### config.mk
export PLATFORM = sky130hd
export DESIGN_NAME = pipe_reg_elastic
export DESIGN_NICKNAME = d
export VERILOG_FILES = /design/src/rtl/pipe_reg_elastic.sv
export SDC_FILE = /design/constraint.sdc
export NUM_CORES = 1
export LEC_CHECK = 0
export BUFFER_PORTS_ARGS = -buffer_cell sky130_fd_sc_hd__buf_2
export CAP_MARGIN = 20
export CORE_UTILIZATION = 52
export CTS_BUF_LIST = sky130_fd_sc_hd__clkbuf_4 sky130_fd_sc_hd__clkbuf_8
export DETAILED_ROUTE_END_ITERATION = 8
export GPL_ROUTABILITY_DRIVEN = 0
export PLACE_DENSITY = 0.76
export REMOVE_ABC_BUFFERS = 1
export SLEW_MARGIN = 10
export SYNTH_ARGS = -nofsm -noshare
export SYNTH_HDL_FRONTEND = slang
export SYNTH_SLANG_ARGS = --single-unit
### constraint.sdc
create_clock -name clk -period 2 [get_ports clk]
set_input_delay 0.1 -clock clk [delete_from_list [all_inputs] [get_ports clk]]
set_output_delay 0.1 -clock clk [all_outputs]
set_load 0.01 [all_outputs]
### src/rtl/pipe_reg_elastic.sv
// Elastic register pipeline: DEPTH valid-tagged stages with collapsing bubbles,
// backpressure, synchronous flush and a registered occupancy count.
module pipe_reg_elastic #(
  parameter int              WIDTH   = 8,
  parameter int              DEPTH   = 4,
  parameter logic [WIDTH-1:0] RST_VAL = '0,
  localparam int             CW      = $clog2(DEPTH + 1)
) (
  input  logic             clk,
  input  logic             rst_n,
  input  logic             flush,
  input  logic             in_valid,
  output logic             in_ready,
  input  logic [WIDTH-1:0] in_data,
  output logic             out_valid,
  input  logic             out_ready,
  output logic [WIDTH-1:0] out_data,
  output logic [CW-1:0]    occupancy
);

  // Handshake: a beat moves when valid & ready are both high at the rising edge;
  // valid never depends on ready, ready may depend on valid further downstream.

  logic [DEPTH-1:0] v_q, v_d;
  logic [WIDTH-1:0] d_q [DEPTH];
  logic [WIDTH-1:0] d_d [DEPTH];
  logic [CW-1:0]    occ_q, occ_d;
  logic [DEPTH-1:0] en;
  logic             en_acc;
  logic             in_fire;
  logic             out_fire;

  // A stage may advance if it is empty or anything below it can move.
  always_comb begin
    en_acc = out_ready;
    en     = '0;
    for (int k = DEPTH - 1; k >= 0; k--) begin
      en_acc = en_acc | ~v_q[k];
      en[k]  = en_acc;
    end
  end

  assign in_ready = en[0] & ~flush;
  assign in_fire  = in_valid & in_ready;
  assign out_fire = v_q[DEPTH-1] & out_ready;

  always_comb begin
    v_d = v_q;
    d_d = d_q;
    if (flush) begin
      v_d = '0;
    end else begin
      if (en[0]) begin
        v_d[0] = in_valid;
        if (in_valid) d_d[0] = in_data;
      end
      for (int k = 1; k < DEPTH; k++) begin
        if (en[k]) begin
          v_d[k] = v_q[k-1];
          if (v_q[k-1]) d_d[k] = d_q[k-1];
        end
      end
    end
  end

  always_comb begin
    occ_d = occ_q;
    if (flush) occ_d = '0;
    else       occ_d = occ_q + CW'(in_fire) - CW'(out_fire);
  end

  always_ff @(posedge clk or negedge rst_n) begin
    if (!rst_n) begin
      v_q   <= '0;
      occ_q <= '0;
      for (int k = 0; k < DEPTH; k++) d_q[k] <= RST_VAL;
    end else begin
      v_q   <= v_d;
      d_q   <= d_d;
      occ_q <= occ_d;
    end
  end

  assign out_valid = v_q[DEPTH-1];
  assign out_data  = d_q[DEPTH-1];
  assign occupancy = occ_q;

endmodule

==> impl_metrics.json <==
{
  "status": "finished clean",
  "h-tree-depth": 2,
  "drt_iter0_drc": 6,
  "vdd_drop_max_v": 0.0005180,
  "yosys-mux-area-fraction_pct": 23.55,
  "vias": 932,
  "ant_nets": 0,
  "yosys.area_share.simple_pct": 5.434,
  "start_kind": "register",
  "grt_pass1_vias": 869,
  "ys_warn_count": 0,
  "yosysTopAreaCell": "dfrtp_1",
  "track_usage_pct": 16.30,
  "cts_tree": "done",
  "syn-instance-count": 112,
  "insertion_delay_ns": 0.32,
  "end_kind": "register",
  "seqPwrFrac_pct": 58.9,
  "wire_per_inst_um": 13.08,
  "post_drt_via_cell_ratio": 4.829,
  "synthXorXnorAreaFrac_pct": 1.057,
  "pre_cts_ws_ns": -0.04412,
  "fillerInstances": 236,
  "switching_share_pct": 25.37,
  "synth.top_cell.area_share_pct": 58.87,
  "p_leak_nw": 0.9792,
  "drv_cap": 0,
  "worst_slew_pin_slew_ns": 0.8120,
  "grt_pass1_wl_um": 3981,
  "r2r.worst_path.cells": 10,
  "clk_pin_slew_ns": 0.10,
  "drive_gt1_share_pct": 55.03,
  "synth_cell_types": 23,
  "ys_seq_area_share_pct": 58.87,
  "setup_ws_ns": 0.0007165,
  "wl_met2_um": 1278,
  "drcViolationCount": 0,
  "min_path_type": "in2reg",
  "syn_to_final_growth_pct": 19.85,
  "die_height_um": 58.47,
  "cts_root_buf": "clkbuf_4",
  "cp.required_ns": 2.22,
  "hold_depth": 2,
  "num_io_pins": 26,
  "met3_wirelength_um": 98,
  "pwr_density_cell_nw_per_um2": 942.0,
  "r2r_start": "v_q[2]$_DFFE_PN0P_",
  "die_area_um2": 3418,
  "r2r_end": "occupancy[2]$_DFF_PN0_",
  "finClkSkew_ns": 0.006504,
  "synth_area_leaders": "dfrtp_1, mux2_2, mux2_4",
  "finalCriticalPeriod_ns": 1.999,
  "netSwitchingPower_mw": 0.4749,
  "crit_type": "reg2reg",
  "io_buffers": 25,
  "first_pass_iters": 4,
  "maxSlewHeadroom_pct": 45.87,
  "critPathArrivalTime_ns": 2.22,
  "rsz0062_at_grt": "true",
  "final_nets": 166,
  "power_frac_clock_pct": 18.8,
  "report.final.slew_viol_count": 0,
  "core_um2": 3028,
  "holdPathEnd": "occupancy[2]$_DFF_PN0_",
  "p_int_mw": 1.397,
  "grt_max_degree": 40,
  "synth-seq-cells": 39,
  "fin_util_pct": 65.62,
  "start_util_pct": 54.75,
  "num_rows": 20,
  "synth_compound_area_share_pct": 1.962,
  "synth_flop_cell": "dfrtp_1",
  "cts_buffers": 5,
  "cp_max_fo": 2,
  "synth_edf_count": 0,
  "p_comb_share_pct": 22.4,
  "ys_async_sr_fraction_pct": 100.0,
  "top_layer_used": "met4",
  "wirelength_um": 2525,
  "synth_adder_area_share_pct": 2.717,
  "dieWidth_um": 58.47,
  "antenna_found_initial": 0,
  "met1_length_um": 1080,
  "hold_start": "flush",
  "synth_top_family_by_area": "multiplexers",
  "antenna_cells": 0,
  "reg2reg_slack_ns": 0.0007,
  "final_hold_viol_count": 0,
  "clock-sinks": 39,
  "hpwlAfterDp_um": 1705,
  "cts_max_path_buffers": 2,
  "grt-ovfl-total": 0,
  "fin_crit_sh_pct": 99.96,
  "netlist_area_um2": 1658,
  "synth_area_per_cell_um2": 14.80,
  "setup_violations": 0,
  "clock.fmax_mhz": 500.2
}
-- cells in the mapped netlist, types with 2 or more instances --
library cell and count:
buf_4 8, dfrtp_1 39, inv_1 4, ha_1 2, mux2_4 8, buf_6 2, mux2_2 24, nor2_1 8
a21oi_1 3
-- worst max-delay path: stages, from the launching register on --
cell and delay, ns:
dfrtp_1 0.39, and4b_1 0.24, a21oi_2 0.18, inv_2 0.06, ha_4 0.23, inv_2 0.06, ha_4 0.12, inv_2 0.03
fa_2 0.36, xnor2_2 0.15, nor2_1 0.06
-- final cells by class --
class                           count  area [µm²]  area share, %
Multi-Input combinational cell     57       610.6          30.73
Clock buffer                        6       45.04          2.267
Timing Repair Buffer               43       285.3          14.36
Sequential cell                    39       975.9          49.12
Inverter                            4       15.01         0.7557
Tap cell                           44       55.05          2.771
-- cells in the final DEF, fill, tap and decap left out --
master / Yosys / layout
a211o_1: 1 / 1
a21oi_1: 3 / 3
a21oi_2: 1 / 1
and2_2: 1 / 1
and2b_2: 1 / 1
and4b_1: 1 / 1
buf_2: 1 / 25
buf_4: 8 / 8
clkbuf_4: 0 / 6
dfrtp_1: 39 / 39
dlygate4sd3_1: 0 / 10
fa_2: 0 / 1
ha_4: 0 / 2
inv_1: 4 / 1
inv_2: 0 / 3
mux2_2: 24 / 24
mux2_4: 8 / 8
nand2b_1: 1 / 1
nor2_1: 8 / 8
nor2b_1: 1 / 1
nor3b_2: 1 / 1
or3b_1: 1 / 1
xnor2_2: 0 / 1
xor2_1: 1 / 1
-- metrics by stage --
stage	cells	hold slack (ns)	area, µm²	setup TNS, ns	power, mW
after global routing	193	0.1035	1987	-0.1648	1.988
after detailed placement	173	0.2468	1777	-0.04412	1.513
after global placement	173	0.2321	1777	0	1.481
final	193	0.08355	1987	0	1.872
after CTS	192	0.07190	1944	0	1.887
after floorplan	100	-0.1956	1567	-0.4145	1.352
-- flip-flops by register name, summed over array words and instances, names as in the netlist --
name	count
d_q	24
occupancy	3
v_q	4
out_data	8
-- layer usage --
metal | vias up | GRT usage, %
li1 | 446 | -
met1 | 456 | 20.68
met2 | 22 | 24.63
met3 | 8 | 6.593
met4 | 0 | 7.483
met5 | - | 0
-- power by group through the flow --
stage	logic, mW	clock network [mW]	registers [mW]
floorplan	0.233	0	1.12
global placement	0.376	0	1.10
detailed placement	0.392	0	1.12
CTS	0.412	0.371	1.10
global route	0.458	0.401	1.13
finish	0.418	0.351	1.10
-- worst max-delay path by stage --
stage / cells past startpoint / slack [ns] / endpoint / start
after floorplan: 10 / -0.24 / occupancy[2]$_DFF_PN0_ / v_q[3]$_DFFE_PN0P_
after global placement: 10 / 0.02 / occupancy[2]$_DFF_PN0_ / v_q[3]$_DFFE_PN0P_
after detailed placement: 10 / -0.04 / occupancy[2]$_DFF_PN0_ / v_q[3]$_DFFE_PN0P_
after CTS: 10 / 0.009 / occupancy[2]$_DFF_PN0_ / v_q[3]$_DFFE_PN0P_
after global routing: 10 / -0.1 / occupancy[2]$_DFF_PN0_ / v_q[2]$_DFFE_PN0P_
final: 10 / 0.0007 / occupancy[2]$_DFF_PN0_ / v_q[2]$_DFFE_PN0P_
-- logic make-up (layout without fill, tap and decap cells) --
family	Yosys count	in the layout
AO/OA/AOI/OAI	5	5
XOR/XNOR	2	2
multiplexers	32	32
flip-flops	39	39
AND/OR/NAND/NOR	15	15
adder cells (fa/ha/maj)	3	3
buffers and inverters	16	53
-- repair_timing --
item | 4_1_cts | 5_1_grt
buffers inserted | 3 | 1
setup endpoints to repair | 1 | 2
pin swaps | 2 | 6
hold buffers | 10 | 0
cloned | 0 | 0
hold endpoints to repair | 48 | 0
resized for setup | 0 | 8
(Power assumes the default switching activity.)
